$ cat src/rtl/unified_mem_arbiter.sv
// Arbitrates the IF fetch port and MEM data port onto one single-port fixed-latency memory.
// Each access is sequenced IDLE -> ISSUE -> WAIT -> RESP and completes with a one-cycle ready pulse.
module unified_mem_arbiter #(
    parameter int unsigned ADDR_W     = 32,
    parameter int unsigned DATA_W     = 32,
    parameter int unsigned MEM_LAT    = 2,
    parameter int unsigned STARVE_MAX = 4
) (
    input  logic                clk,
    input  logic                reset,
    input  logic                if_req,
    input  logic [ADDR_W-1:0]   if_addr,
    output logic [DATA_W-1:0]   if_rdata,
    output logic                if_ready,
    input  logic                d_req,
    input  logic                d_we,
    input  logic [ADDR_W-1:0]   d_addr,
    input  logic [DATA_W-1:0]   d_wdata,
    input  logic [DATA_W/8-1:0] d_be,
    output logic [DATA_W-1:0]   d_rdata,
    output logic                d_ready,
    output logic                stall_if,
    output logic                stall_mem,
    output logic                ram_en,
    output logic                ram_we,
    output logic [DATA_W/8-1:0] ram_be,
    output logic [ADDR_W-1:0]   ram_addr,
    output logic [DATA_W-1:0]   ram_wdata,
    input  logic [DATA_W-1:0]   ram_rdata
);

    localparam logic [3:0] LP_LAT_M1 = 4'(MEM_LAT - 1);
    localparam logic [3:0] LP_STARVE = 4'(STARVE_MAX);

    typedef enum logic [1:0] {
        ST_IDLE,
        ST_ISSUE,
        ST_WAIT,
        ST_RESP
    } state_t;

    state_t r_state;
    state_t w_next;

    logic [3:0]          r_wait_cnt;
    logic [3:0]          r_starve_cnt;
    logic                r_gnt_d;
    logic                r_ram_en;
    logic                r_ram_we;
    logic [DATA_W/8-1:0] r_ram_be;
    logic [ADDR_W-1:0]   r_ram_addr;
    logic [DATA_W-1:0]   r_ram_wdata;
    logic                r_if_ready;
    logic                r_d_ready;
    logic [DATA_W-1:0]   r_if_rdata;
    logic [DATA_W-1:0]   r_d_rdata;

    logic w_grant;
    logic w_sel_d;
    logic w_sample;

    always_ff @(posedge clk or negedge reset) begin
        if (!reset) begin
            r_state <= ST_IDLE;
        end else begin
            r_state <= w_next;
        end
    end

    always_comb begin
        w_next   = r_state;
        w_grant  = 1'b0;
        w_sample = 1'b0;
        // Data has priority unless the fetch port has been passed over STARVE_MAX times in a row.
        w_sel_d  = d_req && !(if_req && (r_starve_cnt == LP_STARVE));
        case (r_state)
            ST_IDLE: begin
                if (if_req || d_req) begin
                    w_grant = 1'b1;
                    w_next  = ST_ISSUE;
                end
            end
            ST_ISSUE: begin
                w_next = ST_WAIT;
            end
            ST_WAIT: begin
                if (r_wait_cnt == '0) begin
                    w_sample = 1'b1;
                    w_next   = ST_RESP;
                end
            end
            ST_RESP: begin
                w_next = ST_IDLE;
            end
            default: begin
                w_next = ST_IDLE;
            end
        endcase
    end

    always_ff @(posedge clk or negedge reset) begin
        if (!reset) begin
            r_wait_cnt   <= '0;
            r_starve_cnt <= '0;
            r_gnt_d      <= 1'b0;
            r_ram_en     <= 1'b0;
            r_ram_we     <= 1'b0;
            r_ram_be     <= '0;
            r_ram_addr   <= '0;
            r_ram_wdata  <= '0;
            r_if_ready   <= 1'b0;
            r_d_ready    <= 1'b0;
            r_if_rdata   <= '0;
            r_d_rdata    <= '0;
        end else begin
            // ram_en is registered from the grant so it is high exactly during ISSUE.
            r_ram_en   <= w_grant;
            r_if_ready <= w_sample && !r_gnt_d;
            r_d_ready  <= w_sample && r_gnt_d;

            if (w_grant) begin
                r_gnt_d <= w_sel_d;
                if (w_sel_d) begin
                    r_ram_addr  <= d_addr;
                    r_ram_we    <= d_we;
                    r_ram_be    <= d_we ? d_be : '1;
                    r_ram_wdata <= d_wdata;
                    if (!if_req) begin
                        r_starve_cnt <= '0;
                    end else if (r_starve_cnt != LP_STARVE) begin
                        r_starve_cnt <= r_starve_cnt + 4'd1;
                    end
                end else begin
                    r_ram_addr   <= if_addr;
                    r_ram_we     <= 1'b0;
                    r_ram_be     <= '1;
                    r_ram_wdata  <= '0;
                    r_starve_cnt <= '0;
                end
            end

            if (r_state == ST_ISSUE) begin
                r_wait_cnt <= LP_LAT_M1;
            end else if ((r_state == ST_WAIT) && (r_wait_cnt != '0)) begin
                r_wait_cnt <= r_wait_cnt - 4'd1;
            end

            if (w_sample) begin
                if (r_gnt_d) begin
                    r_d_rdata <= r_ram_we ? '0 : ram_rdata;
                end else begin
                    r_if_rdata <= ram_rdata;
                end
            end
        end
    end

    assign ram_en    = r_ram_en;
    assign ram_we    = r_ram_we;
    assign ram_be    = r_ram_be;
    assign ram_addr  = r_ram_addr;
    assign ram_wdata = r_ram_wdata;
    assign if_ready  = r_if_ready;
    assign d_ready   = r_d_ready;
    assign if_rdata  = r_if_rdata;
    assign d_rdata   = r_d_rdata;
    assign stall_if  = if_req & ~r_if_ready;
    assign stall_mem = d_req & ~r_d_ready;

endmodule

$ cat config.mk
export PLATFORM = sky130hd
export DESIGN_NAME = unified_mem_arbiter
export DESIGN_NICKNAME = d
export VERILOG_FILES = /design/src/rtl/unified_mem_arbiter.sv
export SDC_FILE = /design/constraint.sdc
export NUM_CORES = 1
export LEC_CHECK = 0
export ABC_CLOCK_PERIOD_IN_PS = 5100
export BUFFER_PORTS_ARGS = -buffer_cell sky130_fd_sc_hd__buf_2
export CAP_MARGIN = 20
export CORE_UTILIZATION = 50
export CTS_BUF_LIST = sky130_fd_sc_hd__clkbuf_8
export CTS_CLUSTER_DIAMETER = 80
export CTS_CLUSTER_SIZE = 28
export DETAILED_ROUTE_END_ITERATION = 12
export PLACE_DENSITY = 0.84
export SLEW_MARGIN = 10
export SYNTH_ARGS = -nofsm -noshare
export SYNTH_HDL_FRONTEND = slang
export SYNTH_SLANG_ARGS = --single-unit
$ cat constraint.sdc
create_clock -name clk -period 5.1 [get_ports clk]
set_input_delay 0.765 -clock clk [delete_from_list [all_inputs] [get_ports clk]]
set_output_delay 0.765 -clock clk [all_outputs]
set_load 0.02 [all_outputs]
==> out/qor.txt <==
Design internal power: 0.00328 W
CORE AREA: 12000 sq um
Placer Congestion: 0.806
Pwr Density: 694 nW/um^2
Start-to-end type of the worst setup path: reg2reg
Combinational fraction of design power: 0.468
# setup viols final: 0
Share of cell area taken by muxes after synthesis: 0.118
Worst ir drop on vdd: 0.348 mV
Final Cell Area: 8090 sq um
Number of post-CTS setup repair buffers: 0
Most area-consuming cells after synthesis: sky130_fd_sc_hd__dfrtp_1 (60%), sky130_fd_sc_hd__mux2_2 (11%), sky130_fd_sc_hd__a22o_1 (4.5%), sky130_fd_sc_hd__nand2_1 (4.0%), sky130_fd_sc_hd__o211ai_1 (4.0%)
Post-CTS Hold Fix Bufs: 0
Synthesis-stage register bit count: 147
Via count of the first global-routing pass: 5120
Actual slew at the worst max-slew pin: 833 ps
CTS-repair resized insts: 0
Clock network power share: 0.165
Type of element capturing the critical path: register
DRC violation count after routing: 0
Final ANT Viol Nets: 0
Post-DR vias/cell: 5.51
Post-synthesis share of cell area spent on xor and xnor gates: 0.00142
Number of synthesized flops with an enable pin: 0
Post-layout minimum cycle time: 2520 ps
Average detailed-routed wire length per instance: 16.9 um
Count leader, synth: sky130_fd_sc_hd__dfrtp_1
Length of the first detailed-routing pass in iterations: 4
Primary FF master, synth: sky130_fd_sc_hd__dfrtp_1
Peak fanout along the critical path: 26
Post-CTS clock slew at the launch and capture registers of the worst setup and hold paths: 80 ps
Combined area of all synthesized cells: 6180 sq um
Max clock buf depth: 2
Final hold violations: 0
Setup repair after global routing missed its margin: false
Number of H-tree branching levels: 4
GRT Resource Usage Total: 0.254
Clock latency on the worst-skew pair: 450 ps
Root Buffer Master: sky130_fd_sc_hd__clkbuf_8
Upper clock frequency limit: 0.397 GHz
Fraction of the mapped netlist area in compound gates: 0.105
MaxCap Viol Count: 0
Antenna fix cells: 0
Worst Setup Start Kind: register
Number of distinct library cells after synthesis: 33
Iteration-0 DRC count of the detailed router: 239
DIE AREA: 12800 sq um
CTS Buf Count: 17
Seq/Total Area, Yosys: 0.595
Row cnt: 40
Total placed cells including tap cells: 896
Placed cell area: 7650 sq um
Final std cells w/o fill: 930
Number of pins with negative max-slew slack in the final report: 0
Post-Route WL: 15.7 mm
Syn Inst Count: 507
Arrival time worst endpoint: 2870 ps
Count of port buffers added during placement: 274
Top Ports: 275
Average instance area after synthesis: 12.2 sq um
Top post-synthesis cells by count: sky130_fd_sc_hd__dfrtp_1 (147), sky130_fd_sc_hd__nand2_1 (66), sky130_fd_sc_hd__mux2_2 (63)
Dominant combinational cell family by area after synthesis: simple AND/OR/NAND/NOR gates
Worst Clk Skew: 9.28 ps
Fraction of final layout cells with drive strength greater than 1: 0.484
Rel. slew slack: 0.444
Vias after detailed routing: 5126
Final cell utilization of the core: 0.673
Part of the power in registers: 0.367
Accumulated negative setup slack: 0 ps
Power dissipated by switching net loads: 0.00233 W
Cell type with the highest aggregate area in the netlist: sky130_fd_sc_hd__dfrtp_1
Clock Sinks: 147
Leakage dissipation: 4.06 nW
Floorplan die width: 113 um
Share of Yosys cell area claimed by the top area cell type: 0.595
Required time of the critical path: 5460 ps
Worst hold slack across all endpoints: 419 ps
Kind of path behind the tightest hold check: in2async
Synthesized-area fraction occupied by adder cells: 0.0121
# nets final: 913
Effective utilization at floorplan: 0.515
Area growth from synthesis to layout: 30.8%
Simple-gate area share of the yosys netlist: 0.133
CTS tree: built
Wire length of the first global-routing pass: 25.2 mm
Aggregate global routing overflow: 0
Antenna violations before repair: 0
Period utilisation layout: 0.493
Proportion of synthesized flip-flops having asynchronous set or reset: 1.00
Run status: finished, final reports clean
Maximum number of pins on one net before global-route repair: 96
Vertical die dimension: 113 um
Net count after synthesis: 650
HPWL after DPL: 10.8 mm
Ys Warns: 0
Switching Share: 0.416
registers in the layout, summed over array words and instances, names as in the netlist:
name	cells
r_wait_cnt	4
ram_wdata	32
r_starve_cnt	4
if_rdata	32
d_ready	1
if_ready	1
ram_addr	32
ram_we	1
r_state	2
r_gnt_d	1
d_rdata	32
ram_en	1
ram_be	4
layer usage:
layer | part of all wire | routed length [um] | track usage
met1 | 0.41 | 6350 | 0.307
met2 | 0.51 | 7990 | 0.432
met3 | 0.061 | 961 | 0.0637
met4 | 0.024 | 371 | 0.112
met5 | 0 | 0 | 0
worst paths after layout:
| path | from | endpoint | slack (ps) | cells after the start |
|---|---|---|---|---|
| min reg2reg | if_rdata[5]$_DFFE_PN0P_ | if_rdata[5]$_DFFE_PN0P_ | 490 | 1 |
| max in group asynchronous | reset | d_rdata[26]$_DFFE_PN0P_ | 3490 | 2 |
| max reg2reg | r_state[0]$_DFFE_PN0P_ | ram_addr[25]$_DFFE_PN0P_ | 2580 | 8 |
| min in group clk | if_rdata[5]$_DFFE_PN0P_ | if_rdata[5]$_DFFE_PN0P_ | 490 | 1 |
| min | reset | d_rdata[9]$_DFFE_PN0P_ | 420 | 1 |
| max | r_state[0]$_DFFE_PN0P_ | ram_addr[25]$_DFFE_PN0P_ | 2580 | 8 |
cells in the final DEF, fill, tap and decap left out, drive strengths merged, types with 5 or more instances in the layout:
cell	n
buf	284
dfrtp	147
nand2	66
mux2	65
nor2b	34
o211ai	33
nand4	33
a22o	32
clkbuf	19
inv	13
ha	6
nand3	5
o22a	5
o21ai	5
power groups by stage:
stage                     Clock, W  Sequential [W]  Combinational [W]
after floorplan                  0         0.00273            0.00105
after global placement           0         0.00204            0.00253
after detailed placement         0         0.00207            0.00264
after CTS                 0.000941         0.00206            0.00264
after global routing      0.000995         0.00213            0.00283
final                     0.000926         0.00206            0.00262
cell families (layout without fill, tap and decap cells):
family | Yosys count | after routing
simple gates | 155 | 155
flops | 147 | 147
compound gates | 84 | 84
mux | 65 | 65
buf+inv | 49 | 325
fa+ha+maj | 6 | 6
xor+xnor | 1 | 1
worst max-delay path: stages (launching register included):
cell	delay (ps)
sky130_fd_sc_hd__dfrtp_1	400
sky130_fd_sc_hd__inv_1	90
sky130_fd_sc_hd__ha_1	520
sky130_fd_sc_hd__buf_4	370
sky130_fd_sc_hd__o21ai_4	90
sky130_fd_sc_hd__inv_1	450
sky130_fd_sc_hd__buf_16	240
sky130_fd_sc_hd__nand2_1	70
sky130_fd_sc_hd__o211ai_1	180
through the flow:
step	worst slack, ps	total power [W]
after floorplan	2690	0.00378
after global placement	2410	0.00457
after detailed placement	2330	0.00471
after CTS	2550	0.00564
after global routing	2340	0.00595
final	2580	0.00561
layout make-up:
cell class                      instances  area [sq um]
Fill cell                             915          3930
Sequential cell                       147          3680
Multi-Input combinational cell        311          2300
Timing Repair Buffer                  284          1490
Clock buffer                           19           262
Tap cell                              147           184
Clock inverter                         13           144
Inverter                                9          33.8
Note: power is estimated with default switching activity, not from simulation.
